[src/rtl/fifo_rd_ctrl.sv]
// Read-side controller for the async FIFO: owns the read pointer and empty flag,
// and hides the memory's one-cycle read latency behind a 2-entry output buffer.
module fifo_rd_ctrl #(
    parameter int DATASIZE = 8,
    parameter int ADDRSIZE = 4
) (
    input  logic                rclk_i,
    input  logic                rrst_n,
    input  logic [ADDRSIZE:0]   wptr_sync,
    input  logic [DATASIZE-1:0] mem_dout,
    output logic                ren,
    output logic [ADDRSIZE-1:0] rd_addr,
    output logic                fifo_empty,
    output logic [ADDRSIZE:0]   rptr,
    output logic [DATASIZE-1:0] m_data,
    output logic                m_valid,
    input  logic                m_ready
);

    localparam int PW = ADDRSIZE + 1;

    function automatic logic [PW-1:0] bin2gray(input logic [PW-1:0] b);
        return b ^ (b >> 1);
    endfunction

    logic [PW-1:0]       rbin_r;
    logic [PW-1:0]       rptr_r;
    logic                fifo_empty_r;
    logic                rd_pending_r;
    logic [1:0]          count_r;
    logic                m_valid_r;
    logic [DATASIZE-1:0] head_r;
    logic [DATASIZE-1:0] tail_r;

    logic                pop_s;
    logic                ren_s;
    logic [2:0]          credit_s;
    logic [PW-1:0]       rbin_next_s;
    logic [PW-1:0]       rgray_next_s;
    logic [1:0]          count_next_s;
    logic [DATASIZE-1:0] head_next_s;
    logic [DATASIZE-1:0] tail_next_s;

    // Read issue: only request a word when buffer slots cover every in-flight read.
    always_comb begin
        pop_s    = m_valid_r & m_ready;
        credit_s = {1'b0, count_r} + {2'b00, rd_pending_r} - {2'b00, pop_s};
        if (!fifo_empty_r && (credit_s < 3'd2)) begin
            ren_s = 1'b1;
        end else begin
            ren_s = 1'b0;
        end
        rbin_next_s  = rbin_r + {{ADDRSIZE{1'b0}}, ren_s};
        rgray_next_s = bin2gray(rbin_next_s);
    end

    // Output buffer next state: append arriving memory data, shift on pop.
    always_comb begin
        head_next_s  = head_r;
        tail_next_s  = tail_r;
        count_next_s = count_r;
        case ({rd_pending_r, pop_s})
            2'b10: begin
                count_next_s = count_r + 2'd1;
                if (count_r == 2'd0) begin
                    head_next_s = mem_dout;
                end else begin
                    tail_next_s = mem_dout;
                end
            end
            2'b01: begin
                count_next_s = count_r - 2'd1;
                head_next_s  = tail_r;
            end
            2'b11: begin
                // With one word held, the arriving word goes straight to the head.
                if (count_r == 2'd1) begin
                    head_next_s = mem_dout;
                end else begin
                    head_next_s = tail_r;
                    tail_next_s = mem_dout;
                end
            end
            default: begin
                count_next_s = count_r;
            end
        endcase
    end

    // State registers; reset discards any in-flight read and buffered words.
    always_ff @(posedge rclk_i or negedge rrst_n) begin
        if (!rrst_n) begin
            rbin_r       <= {PW{1'b0}};
            rptr_r       <= {PW{1'b0}};
            fifo_empty_r <= 1'b1;
            rd_pending_r <= 1'b0;
            count_r      <= 2'd0;
            m_valid_r    <= 1'b0;
            head_r       <= {DATASIZE{1'b0}};
            tail_r       <= {DATASIZE{1'b0}};
        end else begin
            rbin_r       <= rbin_next_s;
            rptr_r       <= rgray_next_s;
            fifo_empty_r <= (rgray_next_s == wptr_sync);
            rd_pending_r <= ren_s;
            count_r      <= count_next_s;
            m_valid_r    <= (count_next_s != 2'd0);
            head_r       <= head_next_s;
            tail_r       <= tail_next_s;
        end
    end

    assign ren        = ren_s;
    assign rd_addr    = rbin_r[ADDRSIZE-1:0];
    assign fifo_empty = fifo_empty_r;
    assign rptr       = rptr_r;
    assign m_data     = head_r;
    assign m_valid    = m_valid_r;

    fifo_rd_ctrl_chk u_chk (
        .clk        (rclk_i),
        .rst_n      (rrst_n),
        .count      (count_r),
        .ren        (ren_s),
        .fifo_empty (fifo_empty_r)
    );

endmodule

// Invariant checks for the read controller.
module fifo_rd_ctrl_chk (
    input logic       clk,
    input logic       rst_n,
    input logic [1:0] count,
    input logic       ren,
    input logic       fifo_empty
);

    a_no_overflow: assert property (@(posedge clk) disable iff (!rst_n) count != 2'd3);
    a_ren_not_empty: assert property (@(posedge clk) disable iff (!rst_n) !(ren && fifo_empty));

endmodule

[config.mk]
export PLATFORM = sky130hd
export DESIGN_NAME = fifo_rd_ctrl
export DESIGN_NICKNAME = d
export VERILOG_FILES = /design/src/rtl/fifo_rd_ctrl.sv
export SDC_FILE = /design/constraint.sdc
export NUM_CORES = 1
export LEC_CHECK = 0
export ABC_AREA = 1
export ABC_CLOCK_PERIOD_IN_PS = 6100
export BUFFER_PORTS_ARGS = -buffer_cell sky130_fd_sc_hd__buf_2
export CORE_MARGIN = 3
export CORE_UTILIZATION = 57
export DETAILED_ROUTE_END_ITERATION = 10
export GPL_ROUTABILITY_DRIVEN = 0
export HOLD_SLACK_MARGIN = 0.05
export PLACE_DENSITY = 0.9
export SLEW_MARGIN = 20
export SYNTH_ARGS = -nofsm -noshare
export SYNTH_HDL_FRONTEND = slang
export SYNTH_HIERARCHICAL = 1
export SYNTH_SLANG_ARGS = --single-unit
[constraint.sdc]
create_clock -name rclk_i -period 6.1 [get_ports rclk_i]
set_input_delay 0.305 -clock rclk_i [delete_from_list [all_inputs] [get_ports rclk_i]]
set_output_delay 0.305 -clock rclk_i [all_outputs]
set_load 0.05 [all_outputs]
==> flow_metrics.py <==
metrics = {
    "clock_tree": {
        "root_buffer": "clkbuf_4",
        "cts_buffer_depth": 2,
        "cts_resized": 0,
        "cts_tree": "built",
        "cts_sinks": 30,
        "htreeDepth": 2,
        "clk_pin_slew_ns": 0.08,
        "cts_inserted_buffers": 5,
        "post_cts_buffers": 0,
        "worstSkewPairLatency_ns": 0.32,
    },
    "floorplanning": {
        "dieArea_mm2": 0.00345,
        "io_pins": 36,
        "coreArea_mm2": 0.00257,
        "die_w_um": 58.7,
        "rows": 18,
        "start_util_pct": 61.6,
        "fp.dieH_um": 58.7,
    },
    "logic_synthesis": {
        "seq_area_frac_synth_pct": 47.5,
        "synth_nets": 206,
        "synth-seq-cells": 30,
        "ys.warnings.count": 6,
        "synthArstFlopShare_pct": 100,
        "ys_types": 29,
        "syn-cell-area_mm2": 0.00158,
        "synth_area_per_cell_um2": 8.65,
        "synth_cells": 183,
        "synth_ff_type": "dfrtp_1",
        "synth_edf_count": 0,
    },
    "place": {
        "port-buffer-count": 35,
        "dp_hpwl_um": 2240,
    },
    "grt": {
        "grt_pass1_vias": 1145,
        "grt-ovfl-total": 0,
        "antenna_found_initial": 0,
        "grt_first_pass_wirelength_um": 4960,
        "grt_usage_pct": 19.8,
        "grt_max_degree": 31,
    },
    "timing": {
        "max-slew-margin-rel_pct": 51.2,
        "fin_crit_ns": 2.90,
        "final.period_utilization_pct": 47.5,
        "setup_violations": 0,
        "whs_ns": 0.237,
        "slew_violations": 0,
        "hold_violations": 0,
        "worst_pin_slew_ns": 0.730,
        "max_freq_mhz": 345,
        "rsz0062_at_grt": "no",
        "tns_ns": 0,
        "skew_ns": 0.00488,
    },
    "detailed_routing": {
        "drc": 0,
        "via_count": 1310,
        "wl_um": 2930,
        "wire_per_inst_um": 11.6,
        "drt_iter0_drc": 43,
        "via_per_inst": 5.18,
        "firstDrtPassIters": 4,
        "drt.antenna.violating_nets": 0,
    },
    "final_layout": {
        "final_cell_mix": "nand2_1 (46), buf_2 (35), dfrtp_1 (29), inv_1 (22), nor2_1 (19)",
        "syn2layout_area_growth_pct": 14.8,
        "layout_commonest_cell": "nand2_1",
        "drive_gt1_share_pct": 26.0,
        "antenna_cells": 0,
        "nNetsFinal": 246,
    },
    "setup_path": {
        "worst_setup_path_end_kind": "flop",
        "arrival_ns": 3.16,
        "cp_num_buf_inv": 0,
        "cp_max_fo": 6,
        "cp_slowest_cell": "dfrtp_1",
        "startpoint_type": "flop",
        "cp_top_family": "simple AND/OR/NAND/NOR gates",
        "path_cells": "nand2_4, nor2_1, o21ai_0, fa_1, xnor2_1, nand2_1, nor2_1, ha_1, ha_1, nand3_1, nand2_1, nand2_1, nand2_1, nand3b_1, nand2_1, nand2_1, nor2_1",
        "max_stage_delay_ns": 0.39,
        "worstSetupPathType": "flop to flop",
        "cp.required_ns": 6.36,
        "path_common_cell": "nand2_1",
    },
    "run_status": {
        "status": "finished clean",
    },
    "run": {
        "cap_viol_max_count": 0,
    },
    "min_path": {
        "hp-class": "primary input to flop",
    },
}
==> layout make-up <==
type	count	area, um2
fillers	211	751
flip-flops and latches	30	752
well taps	30	37.5
clock buffers	7	45.0
repair buffers	36	185
multi-input cells	127	711
inverters	23	86.3
==> cell usage after synthesis, types with 2 or more instances <==
master / number / area share, %
buf_6: 3 / 2.1
dfrtp_1: 29 / 46
nor2_1: 19 / 4.5
ha_1: 6 / 4.7
o21ai_2: 2 / 1.1
nor2_2: 2 / 0.79
nand2_1: 46 / 11
inv_1: 22 / 5.2
a21oi_2: 2 / 1.1
nand3b_1: 2 / 0.95
nand4_1: 4 / 1.6
a21oi_1: 14 / 4.4
nand2_2: 3 / 1.2
nand3_1: 6 / 1.9
o21ai_0: 9 / 2.8
==> metrics by stage <==
stage          instances  setup slack [ns]  util, %  area (um2)
2_1_floorplan        183              2.44        -        1580
3_3_place_gp         245              3.37     68.6        1760
3_5_place_dp         245              3.20     68.6        1760
4_1_cts              253              3.20     70.8        1820
5_1_grt              253              2.89     70.8        1820
6_report             253              3.20     70.8        1820
==> worst paths after layout <==
kind	depth (start not counted)	startpoint	slack (ns)	to
setup / recovery	17	m_valid	3.20	fifo_empty
hold / removal	3	wptr_sync[2]	0.24	fifo_empty
setup reg to reg	17	m_valid	3.20	fifo_empty
hold reg to reg	2	m_data[4]	0.48	m_data[4]
max in group asynchronous	2	rrst_n	5.14	count_r[0]
min in group asynchronous	2	rrst_n	0.54	tail_r[3]
==> cell families (layout without fill, tap and decap cells) <==
group / after synthesis / after routing / synth area share (%)
and+or+nand+nor: 86 / 86 / 24.3
xor gates and xnor gates: 2 / 2 / 1.11
AOI/OAI and AO/OA: 31 / 31 / 12.1
buffers and inverters: 26 / 66 / 7.59
adders and majority gates: 7 / 7 / 6.01
muxes: 1 / 1 / 1.42
DFF: 30 / 30 / 47.5
==> routing by layer <==
layer  global-route usage (%)  up-vias  share of wire (%)
met5                        0        -                  0
met3                     8.55        7                8.2
li1                         -      668                  -
met4                     9.06        0                2.1
met1                     25.2      591                 45
met2                     29.2       44                 45
==> flip-flops by register name, summed over array words and instances, names as in the netlist <==
| register | count |
|---|---|
| tail_r | 8 |
| fifo_empty | 1 |
| rd_pending_r | 1 |
| rbin_r | 5 |
| count_r | 2 |
| rptr | 4 |
| m_data | 8 |
| m_valid | 1 |
==> timing repair <==
| item | CTS | global route |
|---|---|---|
| endpoints found under the setup margin | 0 | 0 |
| hold buffers | 1 | 0 |
| endpoints found under the hold margin | 29 | 0 |
==> tightest hold or removal path, cell delays in order <==
cell and delay (ns):
buf_2 0.08, xor2_1 0.12, nor2_1 0.05
Power is not shown: default switching activity piles up to over one toggle a cycle in this logic, so the estimate is an artifact.
